<file path="config.mk">
export PLATFORM = sky130hd
export DESIGN_NAME = sdram_write_flat
export DESIGN_NICKNAME = d
export VERILOG_FILES = /design/src/rtl/sdram_write_if.sv /design/src/rtl/sdram_write.sv /design/src/flat_wrapper.sv
export SDC_FILE = /design/constraint.sdc
export NUM_CORES = 1
export LEC_CHECK = 0
export ABC_AREA = 1
export CAP_MARGIN = 5
export CORE_ASPECT_RATIO = 1.2
export CORE_MARGIN = 2
export CORE_UTILIZATION = 30
export CTS_BUF_LIST = sky130_fd_sc_hd__clkbuf_16
export DETAILED_ROUTE_END_ITERATION = 7
export SYNTH_ARGS = -nofsm -noshare
export SYNTH_HDL_FRONTEND = slang
export SYNTH_SLANG_ARGS = --single-unit
</file>
<file path="constraint.sdc">
create_clock -name sclk -period 1.3 [get_ports sclk]
set_input_delay 0.13 -clock sclk [delete_from_list [all_inputs] [get_ports sclk]]
set_output_delay 0.13 -clock sclk [all_outputs]
set_load 0.1 [all_outputs]
</file>
<file path="src/rtl/sdram_write_if.sv">
// SDRAM write-engine bus bundle: arbiter handshake, SDRAM command/address/data, write-FIFO port.
// Optional SDRAM_WR_DQM_EN adds the wr_dqm byte-mask signal.
interface sdram_write_if #(
    parameter int unsigned ROW_BITS = 13,
    parameter int unsigned USEDW_W  = 10
);
    logic               wr_en;
    logic               wr_req;
    logic               flag_wr_end;
    logic               ref_req;
    logic [3:0]         wr_cmd;
    logic [12:0]        wr_addr;
    logic [1:0]         bank_addr;
    logic [15:0]        wr_data;
    logic               wr_dq_oe;
    logic               wfifo_rd_en;
    logic [15:0]        wfifo_rd_data;
    logic [USEDW_W-1:0] wfifo_usedw;
`ifdef SDRAM_WR_DQM_EN
    logic [1:0]         wr_dqm;

    modport master (
        output wr_en, ref_req, wfifo_rd_data, wfifo_usedw,
        input  wr_req, flag_wr_end, wr_cmd, wr_addr, bank_addr, wr_data, wr_dq_oe, wfifo_rd_en, wr_dqm
    );
    modport slave (
        input  wr_en, ref_req, wfifo_rd_data, wfifo_usedw,
        output wr_req, flag_wr_end, wr_cmd, wr_addr, bank_addr, wr_data, wr_dq_oe, wfifo_rd_en, wr_dqm
    );
`else
    modport master (
        output wr_en, ref_req, wfifo_rd_data, wfifo_usedw,
        input  wr_req, flag_wr_end, wr_cmd, wr_addr, bank_addr, wr_data, wr_dq_oe, wfifo_rd_en
    );
    modport slave (
        input  wr_en, ref_req, wfifo_rd_data, wfifo_usedw,
        output wr_req, flag_wr_end, wr_cmd, wr_addr, bank_addr, wr_data, wr_dq_oe, wfifo_rd_en
    );
`endif
endinterface

</file>
<file path="src/rtl/sdram_write.sv">
// SDRAM write-path engine: drains the write FIFO in 4-beat bursts to bank 0,
// walking column then row, and hands the bus back on refresh or FIFO shortage.
// Optional feature macro: SDRAM_WR_DQM_EN (registered wr_dqm output).
module sdram_write #(
    parameter int unsigned ACT_NUM   = 3,
    parameter int unsigned PRE_NUM   = 3,
    parameter int unsigned TWR       = 2,
    parameter int unsigned BURST_LEN = 4,
    parameter int unsigned ROW_BITS  = 13,
    parameter int unsigned COL_BITS  = 10,
    parameter int unsigned USEDW_W   = 10
) (
    input  logic         sclk,
    input  logic         s_rst_n,
    sdram_write_if.slave bus
);
    localparam logic [3:0]  CMD_NOP  = 4'b0111;
    localparam logic [3:0]  CMD_ACT  = 4'b0011;
    localparam logic [3:0]  CMD_WR   = 4'b0100;
    localparam logic [3:0]  CMD_PRE  = 4'b0010;
    localparam int unsigned PRE_LAST = TWR + PRE_NUM;
    localparam int unsigned ACT_W    = $clog2(ACT_NUM + 1);
    localparam int unsigned PRE_W    = $clog2(PRE_LAST + 1);
    localparam int unsigned CCNT_W   = COL_BITS - 2;

    typedef enum logic [4:0] {
        S_IDLE = 5'b00001,
        S_REQ  = 5'b00010,
        S_ACT  = 5'b00100,
        S_WR   = 5'b01000,
        S_PRE  = 5'b10000
    } state_t;

    state_t              r_state;
    state_t              w_next;
    logic [ACT_W-1:0]    r_act_cnt;
    logic [1:0]          r_burst_cnt;
    logic [PRE_W-1:0]    r_pre_cnt;
    logic [CCNT_W-1:0]   r_col_cnt;
    logic [ROW_BITS-1:0] r_row_addr;
    logic [3:0]          r_cmd;
    logic [12:0]         r_addr;
    logic                r_dq_oe;
    logic                r_flag_end;
    logic                w_wr_flag;
    logic                w_act_last;
    logic                w_burst_last;
    logic                w_pre_last;
    logic                w_row_end;
    logic                w_in_wr;
    logic [COL_BITS-1:0] w_col_addr;

    assign w_wr_flag    = (bus.wfifo_usedw >= USEDW_W'(BURST_LEN));
    assign w_in_wr      = (r_state == S_WR);
    assign w_act_last   = (r_act_cnt == ACT_W'(ACT_NUM));
    assign w_burst_last = w_in_wr && (r_burst_cnt == 2'd3);
    assign w_pre_last   = (r_pre_cnt == PRE_W'(PRE_LAST));
    assign w_row_end    = w_burst_last && (&r_col_cnt);
    assign w_col_addr   = {r_col_cnt, 2'b00};

    assign bus.wr_req      = (r_state == S_REQ);
    assign bus.wfifo_rd_en = w_in_wr;
    assign bus.wr_cmd      = r_cmd;
    assign bus.wr_addr     = r_addr;
    assign bus.bank_addr   = 2'b00;
    assign bus.wr_dq_oe    = r_dq_oe;
    assign bus.wr_data     = r_dq_oe ? bus.wfifo_rd_data : '0;
    assign bus.flag_wr_end = r_flag_end;

    // State register
    always_ff @(posedge sclk or negedge s_rst_n) begin
        if (!s_rst_n) r_state <= S_IDLE;
        else          r_state <= w_next;
    end

    // Next-state decode; a burst always runs to beat 3 before PRE is considered
    always_comb begin
        w_next = r_state;
        unique case (r_state)
            S_IDLE: if (w_wr_flag) w_next = S_REQ;
            S_REQ:  if (bus.wr_en) w_next = S_ACT;
            S_ACT:  if (w_act_last) w_next = S_WR;
            S_WR:   if (w_burst_last && (bus.ref_req || w_row_end || !w_wr_flag)) w_next = S_PRE;
            S_PRE:  if (w_pre_last) w_next = (bus.ref_req || !w_wr_flag) ? S_IDLE : S_ACT;
            default: w_next = S_IDLE;
        endcase
    end

    // Per-state timing counters, cleared outside their own state
    always_ff @(posedge sclk or negedge s_rst_n) begin
        if (!s_rst_n) begin
            r_act_cnt   <= '0;
            r_burst_cnt <= '0;
            r_pre_cnt   <= '0;
        end else begin
            r_act_cnt   <= (r_state == S_ACT && !w_act_last) ? r_act_cnt + 1'b1 : '0;
            r_burst_cnt <= w_in_wr ? r_burst_cnt + 2'd1 : 2'd0;
            r_pre_cnt   <= (r_state == S_PRE && !w_pre_last) ? r_pre_cnt + 1'b1 : '0;
        end
    end

    // Column/row walk; persists across bus releases so the stream resumes in place
    always_ff @(posedge sclk or negedge s_rst_n) begin
        if (!s_rst_n) begin
            r_col_cnt  <= '0;
            r_row_addr <= '0;
        end else if (w_burst_last) begin
            r_col_cnt <= r_col_cnt + 1'b1;
            if (w_row_end) r_row_addr <= r_row_addr + 1'b1;
        end
    end

    // Registered command/address, one cycle behind the state/counter condition
    always_ff @(posedge sclk or negedge s_rst_n) begin
        if (!s_rst_n) begin
            r_cmd  <= CMD_NOP;
            r_addr <= '0;
        end else if (r_state == S_ACT && r_act_cnt == '0) begin
            r_cmd  <= CMD_ACT;
            r_addr <= 13'(r_row_addr);
        end else if (w_in_wr && r_burst_cnt == 2'd0) begin
            r_cmd  <= CMD_WR;
            r_addr <= 13'(w_col_addr);
        end else if (r_state == S_PRE && r_pre_cnt == PRE_W'(TWR)) begin
            r_cmd  <= CMD_PRE;
            r_addr <= 13'h0400;
        end else begin
            r_cmd  <= CMD_NOP;
            r_addr <= '0;
        end
    end

    // DQ enable tracks FIFO reads one cycle later, matching the FIFO output register
    always_ff @(posedge sclk or negedge s_rst_n) begin
        if (!s_rst_n) r_dq_oe <= 1'b0;
        else          r_dq_oe <= w_in_wr;
    end

    // Bus-release pulse, raised for the first IDLE cycle after PRE
    always_ff @(posedge sclk or negedge s_rst_n) begin
        if (!s_rst_n) r_flag_end <= 1'b0;
        else          r_flag_end <= (r_state == S_PRE) && w_pre_last && (w_next == S_IDLE);
    end

`ifdef SDRAM_WR_DQM_EN
    logic [1:0] r_dqm;

    // Byte mask open only on data beats
    always_ff @(posedge sclk or negedge s_rst_n) begin
        if (!s_rst_n) r_dqm <= '1;
        else          r_dqm <= w_in_wr ? 2'b00 : 2'b11;
    end

    assign bus.wr_dqm = r_dqm;
`endif
endmodule

</file>
<file path="src/flat_wrapper.sv">
// flat-port wrapper written by rule: the top's interface ports become plain ports
module sdram_write_flat 
#(
    parameter int unsigned ACT_NUM   = 3,
    parameter int unsigned PRE_NUM   = 3,
    parameter int unsigned TWR       = 2,
    parameter int unsigned BURST_LEN = 4,
    parameter int unsigned ROW_BITS  = 13,
    parameter int unsigned COL_BITS  = 10,
    parameter int unsigned USEDW_W   = 10
)
  (sclk, s_rst_n, bus_wr_en, bus_ref_req, bus_wfifo_rd_data, bus_wfifo_usedw, bus_wr_req, bus_flag_wr_end, bus_wr_cmd, bus_wr_addr, bus_bank_addr, bus_wr_data, bus_wr_dq_oe, bus_wfifo_rd_en);
  sdram_write_if #(.ROW_BITS(ROW_BITS), .USEDW_W(USEDW_W)) bus_i ();
  input  logic sclk;
  input  logic s_rst_n;
  input wire logic [$bits(bus_i.wr_en)-1:0] bus_wr_en;
  input wire logic [$bits(bus_i.ref_req)-1:0] bus_ref_req;
  input wire logic [$bits(bus_i.wfifo_rd_data)-1:0] bus_wfifo_rd_data;
  input wire logic [$bits(bus_i.wfifo_usedw)-1:0] bus_wfifo_usedw;
  output wire logic [$bits(bus_i.wr_req)-1:0] bus_wr_req;
  output wire logic [$bits(bus_i.flag_wr_end)-1:0] bus_flag_wr_end;
  output wire logic [$bits(bus_i.wr_cmd)-1:0] bus_wr_cmd;
  output wire logic [$bits(bus_i.wr_addr)-1:0] bus_wr_addr;
  output wire logic [$bits(bus_i.bank_addr)-1:0] bus_bank_addr;
  output wire logic [$bits(bus_i.wr_data)-1:0] bus_wr_data;
  output wire logic [$bits(bus_i.wr_dq_oe)-1:0] bus_wr_dq_oe;
  output wire logic [$bits(bus_i.wfifo_rd_en)-1:0] bus_wfifo_rd_en;
  assign bus_i.wr_en = bus_wr_en;
  assign bus_i.ref_req = bus_ref_req;
  assign bus_i.wfifo_rd_data = bus_wfifo_rd_data;
  assign bus_i.wfifo_usedw = bus_wfifo_usedw;
  assign bus_wr_req = bus_i.wr_req;
  assign bus_flag_wr_end = bus_i.flag_wr_end;
  assign bus_wr_cmd = bus_i.wr_cmd;
  assign bus_wr_addr = bus_i.wr_addr;
  assign bus_bank_addr = bus_i.bank_addr;
  assign bus_wr_data = bus_i.wr_data;
  assign bus_wr_dq_oe = bus_i.wr_dq_oe;
  assign bus_wfifo_rd_en = bus_i.wfifo_rd_en;
  sdram_write #(.ACT_NUM(ACT_NUM), .PRE_NUM(PRE_NUM), .TWR(TWR), .BURST_LEN(BURST_LEN), .ROW_BITS(ROW_BITS), .COL_BITS(COL_BITS), .USEDW_W(USEDW_W)) u_core (.sclk(sclk), .s_rst_n(s_rst_n), .bus(bus_i));
endmodule
</file>
==> impl_metrics.yaml, run 1 <==
place:
  routabilityCongestion: 0.8503
  portBuffers: 63
  placed_area_sq_mm: 0.004154
  hpwl_mm: 4.885
power_and_ir_drop:
  p_leak_nw: 2.207
  ir_drop_v: 0.0006733
  power_density_mw_per_mm2: 869.5
sta:
  finalSetupViolCount: 55
  worst_slack_ps: -152.9
  holdWs_ps: 341.6
  max_freq_ghz: 0.6883
  grt_setup_unrepaired: "true"
  fin_crit_sh_pct: 111.8
  clock_skew_ps: 9.780
  slew_violations: 0
  final.min_clock_period_ps: 1453
  hold_violations: 0
synth:
  synth_top_area_share_pct: 43.22
  syn_area_sq_mm: 0.002721
  yosys-top-cells-area: "dfrtp_1, nand2_1, inv_1, nor2_1, ha_1"
  ys_warn_count: 0
  synth.largest_area_cell: "dfrtp_1"
  synth.distinct_cells: 28
  ys_ff_latch: 51
  synth_area_per_cell_sq_um: 7.981
  synth.yosys.seq_area_share_pct: 47.08
  syn-instance-count: 341
worst_setup_path:
  reg2reg_from: "u_core.r_state[2]"
  cp.arrival_ps: 1320
  regToRegSetupSlack_ps: -150
  crit_required_ps: 1170
  crit_type: "register to primary output"
  startpoint_type: "register"
  cp_max_fo: 3
  crit_start: "u_core.r_state[4]"
  endpoint_kind: "primary output"
clocking:
  cts_buffer_depth: 2
  h-tree-depth: 2
  root_buffer: "clkbuf_16"
  numCtsBuffers: 5
  insertion_delay_ps: 290
  clk_pin_slew_ps: 70
  tritoncts: "built"
  numClockSinks: 51
floorplan:
  io_pins: 69
  rows: 38
  die_area_sq_mm: 0.009853
  die_height_um: 108.3
  start_util_pct: 30.45
  core-area_sq_mm: 0.008939
  die-width_um: 90.95
routing:
  met2RoutedLength_mm: 3.776
  final_antenna_net_count: 0
  drt-initial-drc-count: 67
  wl_met1_mm: 2.653
  drtPass1Iterations: 4
  drc_errors: 0
  wire_per_inst_um: 12.06
  routed_via_density: 4.330
  num_vias: 2494
  routed.top_layer: "met4"
  drt_wl_total_mm: 6.945
  wl_met3_um: 318
global_routing:
  antenna_found_initial: 0
  grt_pass1_wl_mm: 11.43
  grt_overflow: 0
  grt_max_degree: 52
  grt_usage_pct: 14.24
  grt_pass1_vias: 2511
finish:
  drive_gt1_share_pct: 43.86
  fillers: 791
  area.growth.synth_to_final_pct: 79.36
  final_cell_mix: "nand2_1, dfrtp_1, buf_12"
  fin_nets: 494
  stdcell_area_sq_mm: 0.004881
  diodes: 0
  multi_input_area_sq_mm: 0.001461
  seqCellArea_sq_mm: 0.001286
  final_common_cell: "nand2_1"
outcome:
  failed_checks: "setup timing"
  status: "finished, violations left"
flow_run:
  cap_violations: 0
hold_path:
  hold_class: "input port to asynchronous set/reset pin"
==> flip-flops by register name, indices dropped and copies added, names as in the netlist <==
name,cells
u_core.bus.wr_addr,13
u_core.r_row_addr,13
u_core.r_col_cnt,8
u_core.r_state,5
u_core.bus.wr_cmd,3
u_core.r_pre_cnt,3
u_core.r_act_cnt,2
u_core.r_burst_cnt,2
u_core.bus.flag_wr_end,1
u_core.bus.wr_dq_oe,1
==> cell usage after synthesis, drive strengths merged <==
cell    count
nand2     110
inv        64
dfrtp      47
nor2       43
nand3      16
xor2       11
ha          9
o21ai       9
nand4       7
o22ai       6
buf         5
dfstp       4
a21oi       2
clkbuf      2
nor3        2
xnor2       2
conb        1
or2         1
==> repair_timing <==
item | 4_1_cts | 5_1_grt
buffers inserted | 16 | 4
pin swaps | 20 | 17
hold buffers | 1 | 0
setup endpoints to repair | 50 | 68
gates cloned | 1 | 1
resized for setup | 62 | 45
hold endpoints to repair | 47 | 0
==> routing by layer <==
metal	vias up	global-route usage, %
li1	1249	-
met1	1171	15.72
met2	64	27.20
met3	10	2.439
met4	0	5.411
met5	-	0
==> worst max-delay path: stages (launching register included) <==
cell,delay (ps)
dfrtp_1,400
inv_2,120
buf_6,130
nand3_2,110
clkinvlp_4,110
buf_12,170
==> power by group <==
group          switching (W)  internal (W)  total, W
clock network       0.000575      0.000710   0.00129
registers          0.0000775       0.00167   0.00174
logic               0.000678      0.000536   0.00121
==> cells by family (layout without fill, tap and decap cells) <==
group	after synthesis	after routing	share of synthesized area [%]
XOR/XNOR	13	13	4.184
other	1	3	0.1378
AND/OR/NAND/NOR	179	179	28.78
AO/OA/AOI/OAI	17	17	4.781
flip-flops	51	51	47.08
buffers and inverters	71	184	10.90
adder cells (fa/ha/maj)	9	9	4.138
==> cell type report <==
cell class              count  share of cell area, %
repair inverters            1                 0.2307
clock inverters             3                 0.4102
repair buffers            111                  30.84
flip-flops and latches     51                  26.35
clock buffers               5                  2.563
well taps                 120                  3.076
multi-input cells         221                  29.94
inverters                  64                  6.588
==> path summary, 6_finish.rpt <==
check	endpoint	cells past startpoint
setup / recovery	bus_wr_req	5
hold / removal	u_core.r_row_addr[12]	3
setup reg to reg	u_core.r_col_cnt[4]	6
hold reg to reg	u_core.r_burst_cnt[0]	1
max in group asynchronous	u_core.bus.wr_cmd[0]	3
min in group sclk	u_core.r_state[1]	2
==> stage by stage <==
stage               utilization, %  total power [W]  setup slack, ps  setup TNS [ps]  std cells
floorplan                        -         0.002270           -273.2           -3808        343
global placement             46.47         0.002603           -24.95          -266.3        546
detailed placement           46.47         0.002608           -108.4           -1046        546
CTS                          52.39         0.004111           -150.0           -4484        572
global route                 54.61         0.004419           -209.0           -8238        576
finish                       54.61         0.004244           -152.9           -5109        576
(Power assumes the default switching activity.)
==> run 2: changes to the inputs <==
--- a/config.mk
+++ b/config.mk
@@ -10,7 +10,6 @@
 export CORE_ASPECT_RATIO = 1.2
 export CORE_MARGIN = 2
 export CORE_UTILIZATION = 30
-export CTS_BUF_LIST = sky130_fd_sc_hd__clkbuf_16
 export DETAILED_ROUTE_END_ITERATION = 7
 export SYNTH_ARGS = -nofsm -noshare
 export SYNTH_HDL_FRONTEND = slang
==> impl_metrics.yaml, run 2 (synthesis results as in run 1) <==
outcome:
  status: "finished, violations left"
  failed_checks: "setup timing"
flow_run:
  cap_violations: 0
sta:
  final.min_clock_period_ps: 1457
  hold_violations: 0
  clock_skew_ps: 11.98
  worst_slack_ps: -156.6
  fin_crit_sh_pct: 112.0
  grt_setup_unrepaired: "true"
  finalSetupViolCount: 57
  max_freq_ghz: 0.6866
  slew_violations: 0
worst_setup_path:
  crit_start: "u_core.bus.wr_dq_oe"
  r2r_end: "u_core.r_col_cnt[4]"
  crit_type: "register to primary output"
  cp_max_fo: 4
  startpoint_type: "register"
  cp.arrival_ps: 1330
  crit_required_ps: 1170
  rr_worst_depth: 6
  endpoint_kind: "primary output"
  reg2reg_from: "u_core.r_state[2]"
  regToRegSetupSlack_ps: -140
power_and_ir_drop:
  ir_drop_v: 0.0004345
  p_leak_nw: 2.162
  power_density_mw_per_mm2: 810.5
  power_w: 0.003857
finish:
  drive_gt1_share_pct: 41.23
  final_cell_mix: "nand2_1, dfrtp_1, inv_1"
  area.growth.synth_to_final_pct: 74.85
  fin_nets: 494
  diodes: 0
  final_common_cell: "nand2_1"
routing:
  routed_via_density: 4.299
  drc_errors: 0
  num_vias: 2476
  drt_wl_total_mm: 6.638
  wire_per_inst_um: 11.52
  drt-initial-drc-count: 116
  drtPass1Iterations: 4
  final_antenna_net_count: 0
floorplan:
  start_util_pct: 30.45
  die_area_sq_mm: 0.009853
  core-area_sq_mm: 0.008939
  rows: 38
  die_height_um: 108.3
  die-width_um: 90.95
  io_pins: 69
global_routing:
  grt_overflow: 0
  grt_pass1_vias: 2445
  grt_usage_pct: 13.96
  grt_max_degree: 52
  grt_pass1_wl_mm: 11.30
  antenna_found_initial: 0
hold_path:
  hold_class: "input port to asynchronous set/reset pin"
place:
  portBuffers: 63
  routabilityCongestion: 0.8503
  dp_slack_ps: -108.4
  hpwl_mm: 4.885
clocking:
  numCtsBuffers: 5
  tritoncts: "built"
  root_buffer: "clkbuf_8"
  h-tree-depth: 2
  cts_buffer_depth: 2
  insertion_delay_ps: 310
  numClockSinks: 51
  clk_pin_slew_ps: 100
[run 2: routing by layer]
layer	vias to the layer above	part of all wire, %	GRT usage [%]
li1	1248	-	-
met1	1161	39	15.75
met2	58	54	26.08
met3	9	4.5	2.439
met4	0	2.2	5.519
met5	-	0	0
[run 2: layout make-up]
type                            instances  area, sq um
Tap cell                              120        150.1
Fill cell                             809         4180
Timing Repair Buffer                  112         1471
Clock buffer                            6        82.58
Inverter                               64        324.1
Multi-Input combinational cell        221         1428
Clock inverter                          2        16.27
Sequential cell                        51         1286
[run 2: power breakdown]
part           total, W  switching, W  internal (W)
combinational   0.00113      0.000634      0.000499
clock          0.000975      0.000539      0.000436
sequential      0.00175     0.0000838       0.00167
[run 2: how the worst max path moves through the flow]
stage	cells after the start	to	slack, ps
after floorplan	4	bus_wr_data[10]	-270
after global placement	6	u_core.bus.wr_addr[8]	-20
after detailed placement	6	u_core.bus.wr_addr[5]	-110
after CTS	4	bus_wr_req	-160
after global routing	4	bus_wfifo_rd_en	-200
final	4	bus_wr_data[13]	-160
[run 2: stage by stage]
step | hold slack [ps] | TNS, ps | utilization [%] | cells | instance area [sq um]
after floorplan | -165.6 | -3808 | - | 343 | 2890
after global placement | 142.4 | -266.3 | 46.47 | 546 | 4154
after detailed placement | 147.8 | -1046 | 46.47 | 546 | 4154
after CTS | 336.5 | -4587 | 51.13 | 570 | 4571
after global routing | 372.7 | -9569 | 53.23 | 576 | 4758
final | 321.1 | -5681 | 53.23 | 576 | 4758
[run 2: repair_timing]
action,4_1_cts,5_1_grt
hold buffers,1,0
cloned,0,1
gates resized for setup,54,37
setup buffers,15,5
endpoints found under the hold margin,47,0
pin swaps,11,13
endpoints found under the setup margin,51,64
[run 2: critical path, stage by stage, from the launching register on]
cell and delay [ps]:
dfrtp_4 530, clkbuf_16 180, nand2_4 60, clkinvlp_4 90, buf_12 170
